==> config.mk <==
export PLATFORM = sky130hd
export DESIGN_NAME = aclk_set_ctrl
export DESIGN_NICKNAME = d
export VERILOG_FILES = /design/src/rtl/aclk_set_pkg.sv /design/src/rtl/aclk_set_ctrl_debounce.sv /design/src/rtl/aclk_set_ctrl.sv
export SDC_FILE = /design/constraint.sdc
export NUM_CORES = 1
export LEC_CHECK = 0
export CORE_AREA = 2 2 88 90
export DETAILED_ROUTE_END_ITERATION = 12
export DIE_AREA = 0 0 90 92
export DONT_BUFFER_PORTS = 1
export PLACE_DENSITY_LB_ADDON = 0.3
export SYNTH_ARGS = -nofsm -noshare
export SYNTH_HDL_FRONTEND = slang
export SYNTH_SLANG_ARGS = --single-unit
==> constraint.sdc <==
create_clock -name clk -period 2.1 [get_ports clk]
set_clock_uncertainty 0.1 [all_clocks]
set_input_delay 0.315 -clock clk [delete_from_list [all_inputs] [get_ports clk]]
set_output_delay 0.315 -clock clk [all_outputs]
set_load 0.02 [all_outputs]
==> src/rtl/aclk_set_pkg.sv <==
// Shared types and digit helpers for the alarm-clock front-panel setting controller.
// Used by aclk_set_ctrl and aclk_btn_debounce.
package aclk_set_pkg;

  typedef enum logic [2:0] {
    ST_IDLE,
    ST_EDIT_TIME,
    ST_EDIT_ALARM,
    ST_LOAD_TIME,
    ST_LOAD_ALARM
  } set_state_e;

  typedef enum logic [1:0] {
    SEL_H1,
    SEL_H0,
    SEL_M1,
    SEL_M0
  } sel_e;

  localparam logic [1:0] H1_MAX    = 2'd2;
  localparam logic [3:0] H0_MAX    = 4'd9;
  localparam logic [3:0] H0_MAX_20 = 4'd3;
  localparam logic [3:0] M1_MAX    = 4'd5;
  localparam logic [3:0] M0_MAX    = 4'd9;

  typedef struct packed {
    logic [1:0] h1;
    logic [3:0] h0;
    logic [3:0] m1;
    logic [3:0] m0;
  } hhmm_t;

  function automatic logic [3:0] h0_limit(input logic [1:0] h1);
    return (h1 == H1_MAX) ? H0_MAX_20 : H0_MAX;
  endfunction

  // Clamp an externally supplied time so the edit register never holds > 23:59.
  function automatic hhmm_t sanitize(input hhmm_t t);
    hhmm_t r;
    r    = t;
    r.h1 = (t.h1 > H1_MAX) ? H1_MAX : t.h1;
    r.h0 = (t.h0 > h0_limit(r.h1)) ? h0_limit(r.h1) : t.h0;
    r.m1 = (t.m1 > M1_MAX) ? M1_MAX : t.m1;
    r.m0 = (t.m0 > M0_MAX) ? M0_MAX : t.m0;
    return r;
  endfunction

  function automatic hhmm_t inc_digit(input hhmm_t t, input sel_e sel);
    hhmm_t r;
    r = t;
    case (sel)
      SEL_H1: begin
        r.h1 = (t.h1 >= H1_MAX) ? 2'd0 : t.h1 + 2'd1;
        if (r.h1 == H1_MAX && t.h0 > H0_MAX_20) r.h0 = H0_MAX_20;
      end
      SEL_H0:  r.h0 = (t.h0 >= h0_limit(t.h1)) ? 4'd0 : t.h0 + 4'd1;
      SEL_M1:  r.m1 = (t.m1 >= M1_MAX) ? 4'd0 : t.m1 + 4'd1;
      default: r.m0 = (t.m0 >= M0_MAX) ? 4'd0 : t.m0 + 4'd1;
    endcase
    return r;
  endfunction

endpackage

==> src/rtl/aclk_set_ctrl_debounce.sv <==
// Push-button conditioner: 2-FF synchroniser, stable-count debounce, and a
// one-cycle pulse on each accepted press (release produces nothing).
module aclk_btn_debounce
  import aclk_set_pkg::*;
#(
  parameter int unsigned DEB_CYCLES = 4
) (
  input  logic clk,
  input  logic reset_n,
  input  logic btn_i,
  output logic level_o,
  output logic press_o
);

  localparam int unsigned CW = (DEB_CYCLES > 1) ? $clog2(DEB_CYCLES) : 1;

  logic          sync1_q, sync2_q;
  logic          level_q, press_q;
  logic [CW-1:0] cnt_q;

  always_ff @(posedge clk or negedge reset_n) begin
    if (!reset_n) begin
      sync1_q <= 1'b0;
      sync2_q <= 1'b0;
      level_q <= 1'b0;
      press_q <= 1'b0;
      cnt_q   <= '0;
    end else begin
      sync1_q <= btn_i;
      sync2_q <= sync1_q;
      press_q <= 1'b0;
      if (sync2_q == level_q) begin
        cnt_q <= '0;
      end else if (cnt_q == CW'(DEB_CYCLES - 1)) begin
        level_q <= sync2_q;
        press_q <= sync2_q;
        cnt_q   <= '0;
      end else begin
        cnt_q <= cnt_q + 1'b1;
      end
    end
  end

  assign level_o = level_q;
  assign press_o = press_q;

endmodule

==> src/rtl/aclk_set_ctrl.sv <==
// Front-panel time/alarm setting controller feeding the alarm clock core's load port.
// Optional `AUTO_REPEAT_EN: held inc button fires an extra increment every REPEAT_CYCLES.
module aclk_set_ctrl
  import aclk_set_pkg::*;
#(
  parameter int unsigned DEB_CYCLES     = 4,
  parameter int unsigned LD_HOLD        = 24,
  parameter int unsigned TIMEOUT_CYCLES = 1000,
  parameter int unsigned REPEAT_CYCLES  = 50
) (
  input  logic       clk,
  input  logic       reset_n,
  input  logic       btn_mode,
  input  logic       btn_next,
  input  logic       btn_inc,
  input  logic [1:0] cur_h1,
  input  logic [3:0] cur_h0,
  input  logic [3:0] cur_m1,
  input  logic [3:0] cur_m0,
  output logic [1:0] H_in1,
  output logic [3:0] H_in0,
  output logic [3:0] M_in1,
  output logic [3:0] M_in0,
  output logic       LD_time,
  output logic       LD_alarm,
  output logic       editing,
  output logic [1:0] edit_sel
);

  localparam int unsigned TW = $clog2(TIMEOUT_CYCLES + 1);
  localparam int unsigned LW = $clog2(LD_HOLD + 1);

  logic mode_level, mode_evt;
  logic next_level, next_evt;
  logic inc_level, inc_press, inc_evt;

  aclk_btn_debounce #(.DEB_CYCLES(DEB_CYCLES)) u_deb_mode (
    .clk(clk), .reset_n(reset_n), .btn_i(btn_mode), .level_o(mode_level), .press_o(mode_evt)
  );
  aclk_btn_debounce #(.DEB_CYCLES(DEB_CYCLES)) u_deb_next (
    .clk(clk), .reset_n(reset_n), .btn_i(btn_next), .level_o(next_level), .press_o(next_evt)
  );
  aclk_btn_debounce #(.DEB_CYCLES(DEB_CYCLES)) u_deb_inc (
    .clk(clk), .reset_n(reset_n), .btn_i(btn_inc), .level_o(inc_level), .press_o(inc_press)
  );

  set_state_e    state_q;
  hhmm_t         edit_q, alarm_q;
  sel_e          sel_q;
  logic [TW-1:0] tmo_q;
  logic [LW-1:0] ld_cnt_q;
  logic          ld_time_q, ld_alarm_q, editing_q;
  logic          unused_lvl;

`ifdef AUTO_REPEAT_EN
  localparam int unsigned RW = $clog2(REPEAT_CYCLES + 1);
  logic [RW-1:0] rep_q;
  logic          rep_fire;

  assign rep_fire = inc_level && !inc_press && editing_q && (rep_q == RW'(REPEAT_CYCLES - 1));

  always_ff @(posedge clk or negedge reset_n) begin
    if (!reset_n) begin
      rep_q <= '0;
    end else if (!inc_level || !editing_q || inc_press || rep_fire) begin
      rep_q <= '0;
    end else begin
      rep_q <= rep_q + 1'b1;
    end
  end

  assign inc_evt    = inc_press | rep_fire;
  assign unused_lvl = ^{mode_level, next_level};
`else
  assign inc_evt    = inc_press;
  assign unused_lvl = ^{mode_level, next_level, inc_level, (REPEAT_CYCLES == 0)};
`endif

  // Priority mode > next > inc: lower-priority events in the same cycle are dropped.
  logic do_next, do_inc;
  assign do_next = next_evt & ~mode_evt;
  assign do_inc  = inc_evt & ~mode_evt & ~next_evt;

  always_ff @(posedge clk or negedge reset_n) begin
    if (!reset_n) begin
      state_q    <= ST_IDLE;
      edit_q     <= '0;
      alarm_q    <= '0;
      sel_q      <= SEL_H1;
      tmo_q      <= '0;
      ld_cnt_q   <= '0;
      ld_time_q  <= 1'b0;
      ld_alarm_q <= 1'b0;
      editing_q  <= 1'b0;
    end else begin
      case (state_q)
        ST_IDLE: begin
          if (mode_evt) begin
            state_q   <= ST_EDIT_TIME;
            editing_q <= 1'b1;
            edit_q    <= sanitize(hhmm_t'{cur_h1, cur_h0, cur_m1, cur_m0});
            sel_q     <= SEL_H1;
            tmo_q     <= '0;
          end
        end
        ST_EDIT_TIME, ST_EDIT_ALARM: begin
          if (mode_evt) begin
            if (state_q == ST_EDIT_TIME) begin
              state_q <= ST_EDIT_ALARM;
              edit_q  <= alarm_q;
              sel_q   <= SEL_H1;
              tmo_q   <= '0;
            end else begin
              state_q   <= ST_IDLE;
              editing_q <= 1'b0;
            end
          end else if (do_next) begin
            tmo_q <= '0;
            if (sel_q == SEL_M0) begin
              editing_q <= 1'b0;
              ld_cnt_q  <= LW'(LD_HOLD - 1);
              if (state_q == ST_EDIT_TIME) begin
                state_q   <= ST_LOAD_TIME;
                ld_time_q <= 1'b1;
              end else begin
                state_q    <= ST_LOAD_ALARM;
                ld_alarm_q <= 1'b1;
                alarm_q    <= edit_q;
              end
            end else begin
              sel_q <= sel_e'(sel_q + 2'd1);
            end
          end else if (do_inc) begin
            edit_q <= inc_digit(edit_q, sel_q);
            tmo_q  <= '0;
          end else if (tmo_q == TW'(TIMEOUT_CYCLES - 1)) begin
            state_q   <= ST_IDLE;
            editing_q <= 1'b0;
          end else begin
            tmo_q <= tmo_q + 1'b1;
          end
        end
        ST_LOAD_TIME, ST_LOAD_ALARM: begin
          if (ld_cnt_q == '0) begin
            ld_time_q  <= 1'b0;
            ld_alarm_q <= 1'b0;
            state_q    <= ST_IDLE;
          end else begin
            ld_cnt_q <= ld_cnt_q - 1'b1;
          end
        end
        default: begin
          state_q    <= ST_IDLE;
          editing_q  <= 1'b0;
          ld_time_q  <= 1'b0;
          ld_alarm_q <= 1'b0;
        end
      endcase
    end
  end

  assign H_in1    = edit_q.h1;
  assign H_in0    = edit_q.h0;
  assign M_in1    = edit_q.m1;
  assign M_in0    = edit_q.m0;
  assign LD_time  = ld_time_q;
  assign LD_alarm = ld_alarm_q;
  assign editing  = editing_q;
  assign edit_sel = sel_q;

endmodule

# Word-level counts from Yosys, hierarchy flattened
# Cells that the tools add are included.
dict set report word_totals {
  regBits 69
  output_inout_bits 19
}
dict set report classes {
  add_sub_neg 10
  n_lt_le_gt_ge 9
  eq_ne 40
  mux 80
  n_bitwise 10
  n_reduce_logical 24
}
# cell n
set ops {}
lappend ops {{14-bit 2-to-1 mux} 5}
lappend ops {{10-bit 2-to-1 mux} 6}
lappend ops {{4-bit 2-to-1 mux} 11}
lappend ops {{2-bit 2-to-1 mux} 15}
lappend ops {{5-bit AND reduction} 6}
lappend ops {{14-bit one-hot mux with 2 select lines} 1}
lappend ops {{3-bit 2-to-1 mux} 8}
lappend ops {{6-bit AND reduction} 4}
lappend ops {{1-bit 2-to-1 mux} 22}
lappend ops {{5-bit 2-to-1 mux} 4}
lappend ops {{10-bit one-hot mux with 2 select lines} 1}
lappend ops {{2-bit == test, second input constant} 8}
lappend ops {{4-bit by 3-bit != test with 1-bit output, second input constant} 4}
lappend ops {{3-bit by 2-bit != test with 1-bit output, second input constant} 5}
lappend ops {{2-bit != test, second input constant} 7}
lappend ops {{4-bit by 1-bit adder with 4-bit output, second input constant} 3}
lappend ops {{10-bit by 1-bit adder with 10-bit output, second input constant} 1}
lappend ops {{2-bit by 1-bit adder with 2-bit output, second input constant} 5}
lappend ops {{10-bit == test, second input constant} 1}
lappend ops {{5-bit one-hot mux with 2 select lines} 1}
lappend ops {{1-bit one-hot mux with 3 select lines} 3}
lappend ops {{3-bit one-hot mux with 3 select lines} 1}
lappend ops {{4-bit one-hot mux with 2 select lines} 1}
lappend ops {{4-bit AND reduction} 2}
lappend ops {{31 further kinds} 48}

# Logic depth before layout (Yosys ltp)
dict set report depth {
  ltp_word 10
  mapped_depth 8
  depth_no_buf 8
}

# Hierarchy
# From an unflattened synthesis, not the netlist that was laid out.
dict set report unflattened {
  cells_unflattened 391
  area_unflattened_um2 3885.0
}
# module n_inst cells_each area_each_um2
set by_module_without_submodules {}
lappend by_module_without_submodules {aclk_set_ctrl 1 355 3258.1}
lappend by_module_without_submodules {aclk_btn_debounce 3 12 209.0}

# Least setup slack after synthesis
# Ideal clock, no wire load.
dict set report synth_path {
  path_kind {register to register}
  startpoint {register edit_q, in the netlist H_in1[1]}
  endpoint {register edit_q, in the netlist H_in0[2]}
  t_arrival_ns 1.900
  setup_slack_ns 0.034
  stages_incl_launch_ff 9
  synth_period_minus_slack_ns 2.066
  path_cell_list {dfrtp_1 nor2b_1 inv_1 ha_1 a211o_1 a21oi_1 nand3_1 o21ai_0 a22o_1}
}
dict set report synth_via {
  elab_chain_cells 9
}
# element line_no
set synth_rtl {}
lappend synth_rtl {{from (decl)} aclk_set_ctrl.sv:48} ;# hhmm_t edit_q, alarm_q;
lappend synth_rtl {{from (signal assigned)} aclk_set_ctrl.sv:101} ;# edit_q <= sanitize(hhmm_t'{cur_h1, cur_h0, cur_m1, cur_m0});
lappend synth_rtl {{from (signal assigned)} aclk_set_ctrl.sv:110} ;# edit_q <= alarm_q;
lappend synth_rtl {{from (signal assigned)} aclk_set_ctrl.sv:134} ;# edit_q <= inc_digit(edit_q, sel_q);
lappend synth_rtl {{2-bit == test} aclk_set_pkg.sv:34} ;# return (h1 == H1_MAX) ? H0_MAX_20 : H0_MAX;
lappend synth_rtl {{4-bit 2-to-1 mux} aclk_set_pkg.sv:34}
lappend synth_rtl {{4-bit >= comparator} aclk_set_pkg.sv:56} ;# SEL_H0: r.h0 = (t.h0 >= h0_limit(t.h1)) ? 4'd0 : t.h0 + 4'd1;
lappend synth_rtl {{4-bit 2-to-1 mux} aclk_set_pkg.sv:56}
lappend synth_rtl {{4-bit one-hot mux with 2 select lines} aclk_set_pkg.sv:51} ;# case (sel)
lappend synth_rtl {{14-bit 2-to-1 mux} aclk_set_ctrl.sv:133} ;# end else if (do_inc) begin
lappend synth_rtl {{14-bit 2-to-1 mux} aclk_set_ctrl.sv:117} ;# end else if (do_next) begin
lappend synth_rtl {{14-bit 2-to-1 mux} aclk_set_ctrl.sv:107} ;# if (mode_evt) begin
lappend synth_rtl {{14-bit one-hot mux with 2 select lines} aclk_set_ctrl.sv:96} ;# case (state_q)
# Parallel ways exist; a longest one is shown, timed or not. The select of a mux whose other input is x is not followed.
# A chain may end at the register's enable or synchronous reset.

# Final worst setup path
dict set report layout_path {
  startpoint {register ld_cnt_q[0]}
  endpoint {register ld_cnt_q[2]}
}
dict set report layout_via {
  elab_chain_cells 3
}
# element line_no
set layout_rtl {}
lappend layout_rtl {{from (decl)} aclk_set_ctrl.sv:51} ;# logic [LW-1:0] ld_cnt_q;
lappend layout_rtl {{from (signal assigned)} aclk_set_ctrl.sv:121} ;# ld_cnt_q <= LW'(LD_HOLD - 1);
lappend layout_rtl {{from (signal assigned)} aclk_set_ctrl.sv:149} ;# ld_cnt_q <= ld_cnt_q - 1'b1;
lappend layout_rtl {{5-bit by 1-bit subtractor with 5-bit output / 5-bit logical NOT (equally long branches)} {aclk_set_ctrl.sv:149, aclk_set_ctrl.sv:144}}
lappend layout_rtl {{5-bit 2-to-1 mux / 2-bit != test (equally long branches)} n/a}
lappend layout_rtl {{5-bit one-hot mux with 2 select lines / 5-bit AND reduction (equally long branches)} n/a}
# Parallel ways exist; a longest one is shown, timed or not. The select of a mux whose other input is x is not followed.

==> reports/metrics.cfg <==
[clocking]
worst_skew_pair.late_latency_ps = 350
cts-buffers-inserted = 9
cts.sinks = 69
cts_tree = done
cts_max_level = 3
clockBufferDepth = 2
path_clk_slew_ps = 70
clockRootBuffer = clkbuf_8

[pwr]
clock_power_share = 0.177
switching_share = 0.421
finalPower_mw = 5.39
p_sw_mw = 2.27
leakagePower_nw = 2.06
seq_power_share = 0.360
vdd_drop_max_v = 0.000697
power_frac_comb = 0.463
power_density_nw_per_um2 = 1190
p_int_mw = 3.12

[detailed_routing]
firstDrtPassIters = 5
wl_met1_um = 4020
drc_errors = 0
route.met2.wl_um = 4270
vias_per_cell = 5.90
wire_per_inst_um = 16.4
antenna_left = 0
drt_iter0_markers = 233
num_vias = 3208
wl_met3_um = 452
topRoutingLayerUsed = met4
wirelength_um = 8900

[critical_path]
critPathCaptureType = register
cp_max_fo = 5
rr_worst_depth = 7
arrival_ps = 2260
crit_slowest_cell = or4b_4
cp.required_ps = 2290
critPathKind = register to register
crit_path_start_kind = register
cp-startpoint = ld_cnt_q[0]
r2r-end = ld_cnt_q[2]
worstSetupEndpoint = ld_cnt_q[2]
worstPathCellList = inv_2 -> ha_4 -> or4b_4 -> a32oi_1 -> o32a_2 -> mux2_4 -> nand3_2
reg2reg_from = ld_cnt_q[0]
slowest_delay_ps = 450
r2r_setup_slack_ps = 40

[final_layout]
fillers = 646
final_cell_mix = 68 x dfrtp_1, 34 x nand2_1, 33 x buf_4, 30 x nor2_1, 30 x o21ai_0
mostFrequentLayoutCell = dfrtp_1
area_growth_pct = 14.8
drive_above_1_share = 0.186
n_antenna_cell = 0
final_design_area_no_fill_um2 = 4550
final_nets = 479

[logic_synthesis]
synth_seq_area_share = 0.436
synth_area_um2 = 3960
synth.area.top_cells = dfrtp_1 44%, ha_1 6.6%, o21ai_0 4.2%
synth_edf_count = 0
syn-mean-instance-area_um2 = 9.75
yosys.area.top_type = dfrtp_1
netlist_instances = 406
ys_async_sr_fraction = 1.00
netlist.area_leader.share = 0.436
ys_types = 66
yosys_warnings = 0
ys_ff_latch = 69
synthesis.nets = 446
ys.flop_type = dfrtp_1

[die]
die_width_um = 90
core.rowCount = 32
die_h_um = 92
start_util = 0.532
io_pins = 38
die-area_um2 = 8280
core_um2 = 7450

[global_route]
grt_remaining_overflow = 0
grt_pass1_vias = 3114
track_usage = 0.225
grt_max_degree = 70
grt_first_pass_wirelength_um = 14900
antenna_found_initial = 0

[placed_design]
placed_area_um2 = 4220
io_buffers = 0
dpl.hpwl_um = 6170
finalWeightedCongestion = 0.892

[timing]
min_period_over_period = 0.983
relSlewSlack = 0.628
setup_viol_count_final = 0
tns_ps = 0
max_freq_mhz = 485
hold_violations = 0
worstMarginPinSlew_ps = 556
drv_slew = 0
min_period_ps = 2060
rsz0062_at_grt = true

[job]
max_cap_viol_count = 0

[worst_hold_path]
hp-class = input pin to register
min-delay-start = cur_m0[2]

[run_status]
status = finished, final reports clean

## final cells by class
cell class | count | area [µm²] | area share
timing repair buffer | 39 | 335 | 0.0738
tap | 102 | 128 | 0.0281
clock buffer | 12 | 155 | 0.0341
clock inverter | 2 | 10.0 | 0.00220
inverter | 17 | 63.8 | 0.0140
sequential | 69 | 1730 | 0.380
multi-input combinational | 303 | 2130 | 0.468
## Yosys cell counts, types with 2 or more instances
cell / count
a211o_1: 3
a211oi_1: 2
a21oi_1: 19
a221oi_1: 2
a22o_1: 7
a22oi_1: 8
a31oi_1: 4
a32o_1: 3
a32oi_1: 3
a41oi_1: 2
and2_1: 3
and3_1: 5
buf_2: 5
buf_4: 2
buf_6: 3
clkbuf_1: 7
dfrtp_1: 69
ha_1: 21
inv_1: 17
mux2_2: 12
mux2i_1: 3
nand2_1: 34
nand2b_1: 14
nand3_1: 9
nand4_1: 4
nor2_1: 30
nor2b_1: 9
nor3_1: 11
nor3b_1: 2
o211a_1: 4
o21a_1: 6
o21ai_0: 33
o21ai_1: 3
o21bai_1: 3
o221ai_1: 3
o22ai_1: 3
o31ai_1: 3
o32ai_1: 2
or3_1: 2
xor2_1: 5
## layer usage
| layer | GRT usage | up-vias |
|---|---|---|
| met5 | 0 | - |
| met4 | 0.110 | 0 |
| met3 | 0.0427 | 13 |
| met2 | 0.354 | 81 |
| met1 | 0.302 | 1547 |
| li1 | - | 1567 |
## sequential cells by signal, indices dropped and copies added (netlist names), 3 cells and up
register  count
M_in0         4
M_in1         4
ld_cnt_q      5
alarm_q      14
H_in0         4
state_q       3
tmo_q        10
## per-stage QoR
| step | utilization | setup WS (ps) | hold WS (ps) | instances |
|---|---|---|---|---|
| 6_report | 0.610 | 36.3 | 60.7 | 544 |
| 5_1_grt | 0.610 | -24.7 | 80.3 | 544 |
| 4_1_cts | 0.598 | 16.6 | 48.9 | 539 |
| 3_5_place_dp | 0.566 | 22.0 | -77.8 | 520 |
| 3_3_place_gp | 0.566 | 87.7 | -77.6 | 520 |
| 2_1_floorplan | - | 33.9 | -80.6 | 406 |
## worst min-delay path by stage
| stage | to | slack, ps | cells past startpoint |
|---|---|---|---|
| 2_1_floorplan | H_in0[0] | -80 | 0 |
| 3_3_place_gp | tmo_q[4] | -80 | 0 |
| 3_5_place_dp | tmo_q[6] | -80 | 0 |
| 4_1_cts | M_in0[2] | 50 | 2 |
| 5_1_grt | M_in0[2] | 80 | 2 |
| 6_report | M_in0[2] | 60 | 2 |
## cells by family (layout without fill, tap and decap cells)
family          Yosys count  in the layout  synth area share
simple gates            135            135             0.177
compound gates          125            125             0.221
flops                    69             69             0.436
buf+inv                  34             70            0.0414
fa+ha+maj                21             21            0.0664
mux                      15             15            0.0417
xor+xnor                  7              7            0.0174
## worst max-delay path, delay by kind of cell, from the launching register on
| family | cells | cell delay, ps |
|---|---|---|
| multiplexers | 1 | 320 |
| AO/OA/AOI/OAI | 2 | 440 |
| AND/OR/NAND/NOR | 2 | 520 |
| adder cells (fa/ha/maj) | 1 | 120 |
| flip-flops | 1 | 410 |
| buffers and inverters | 1 | 90 |
## power by group through the flow
stage	registers [mW]	logic (mW)	clock network [mW]
after floorplan	2.04	1.55	0
after global placement	1.94	2.29	0
after detailed placement	1.96	2.35	0
after global routing	1.99	2.79	1.03
after CTS	1.93	2.41	0.978
final	1.94	2.50	0.953
## what timing repair did
item / 4_1_cts / 5_1_grt
endpoints found under the hold margin: 72 / 0
buffers inserted: 0 / 5
endpoints found under the setup margin: 0 / 9
hold buffers: 5 / 0
resized for setup: 0 / 20
Note: power is estimated with default switching activity, not from simulation.
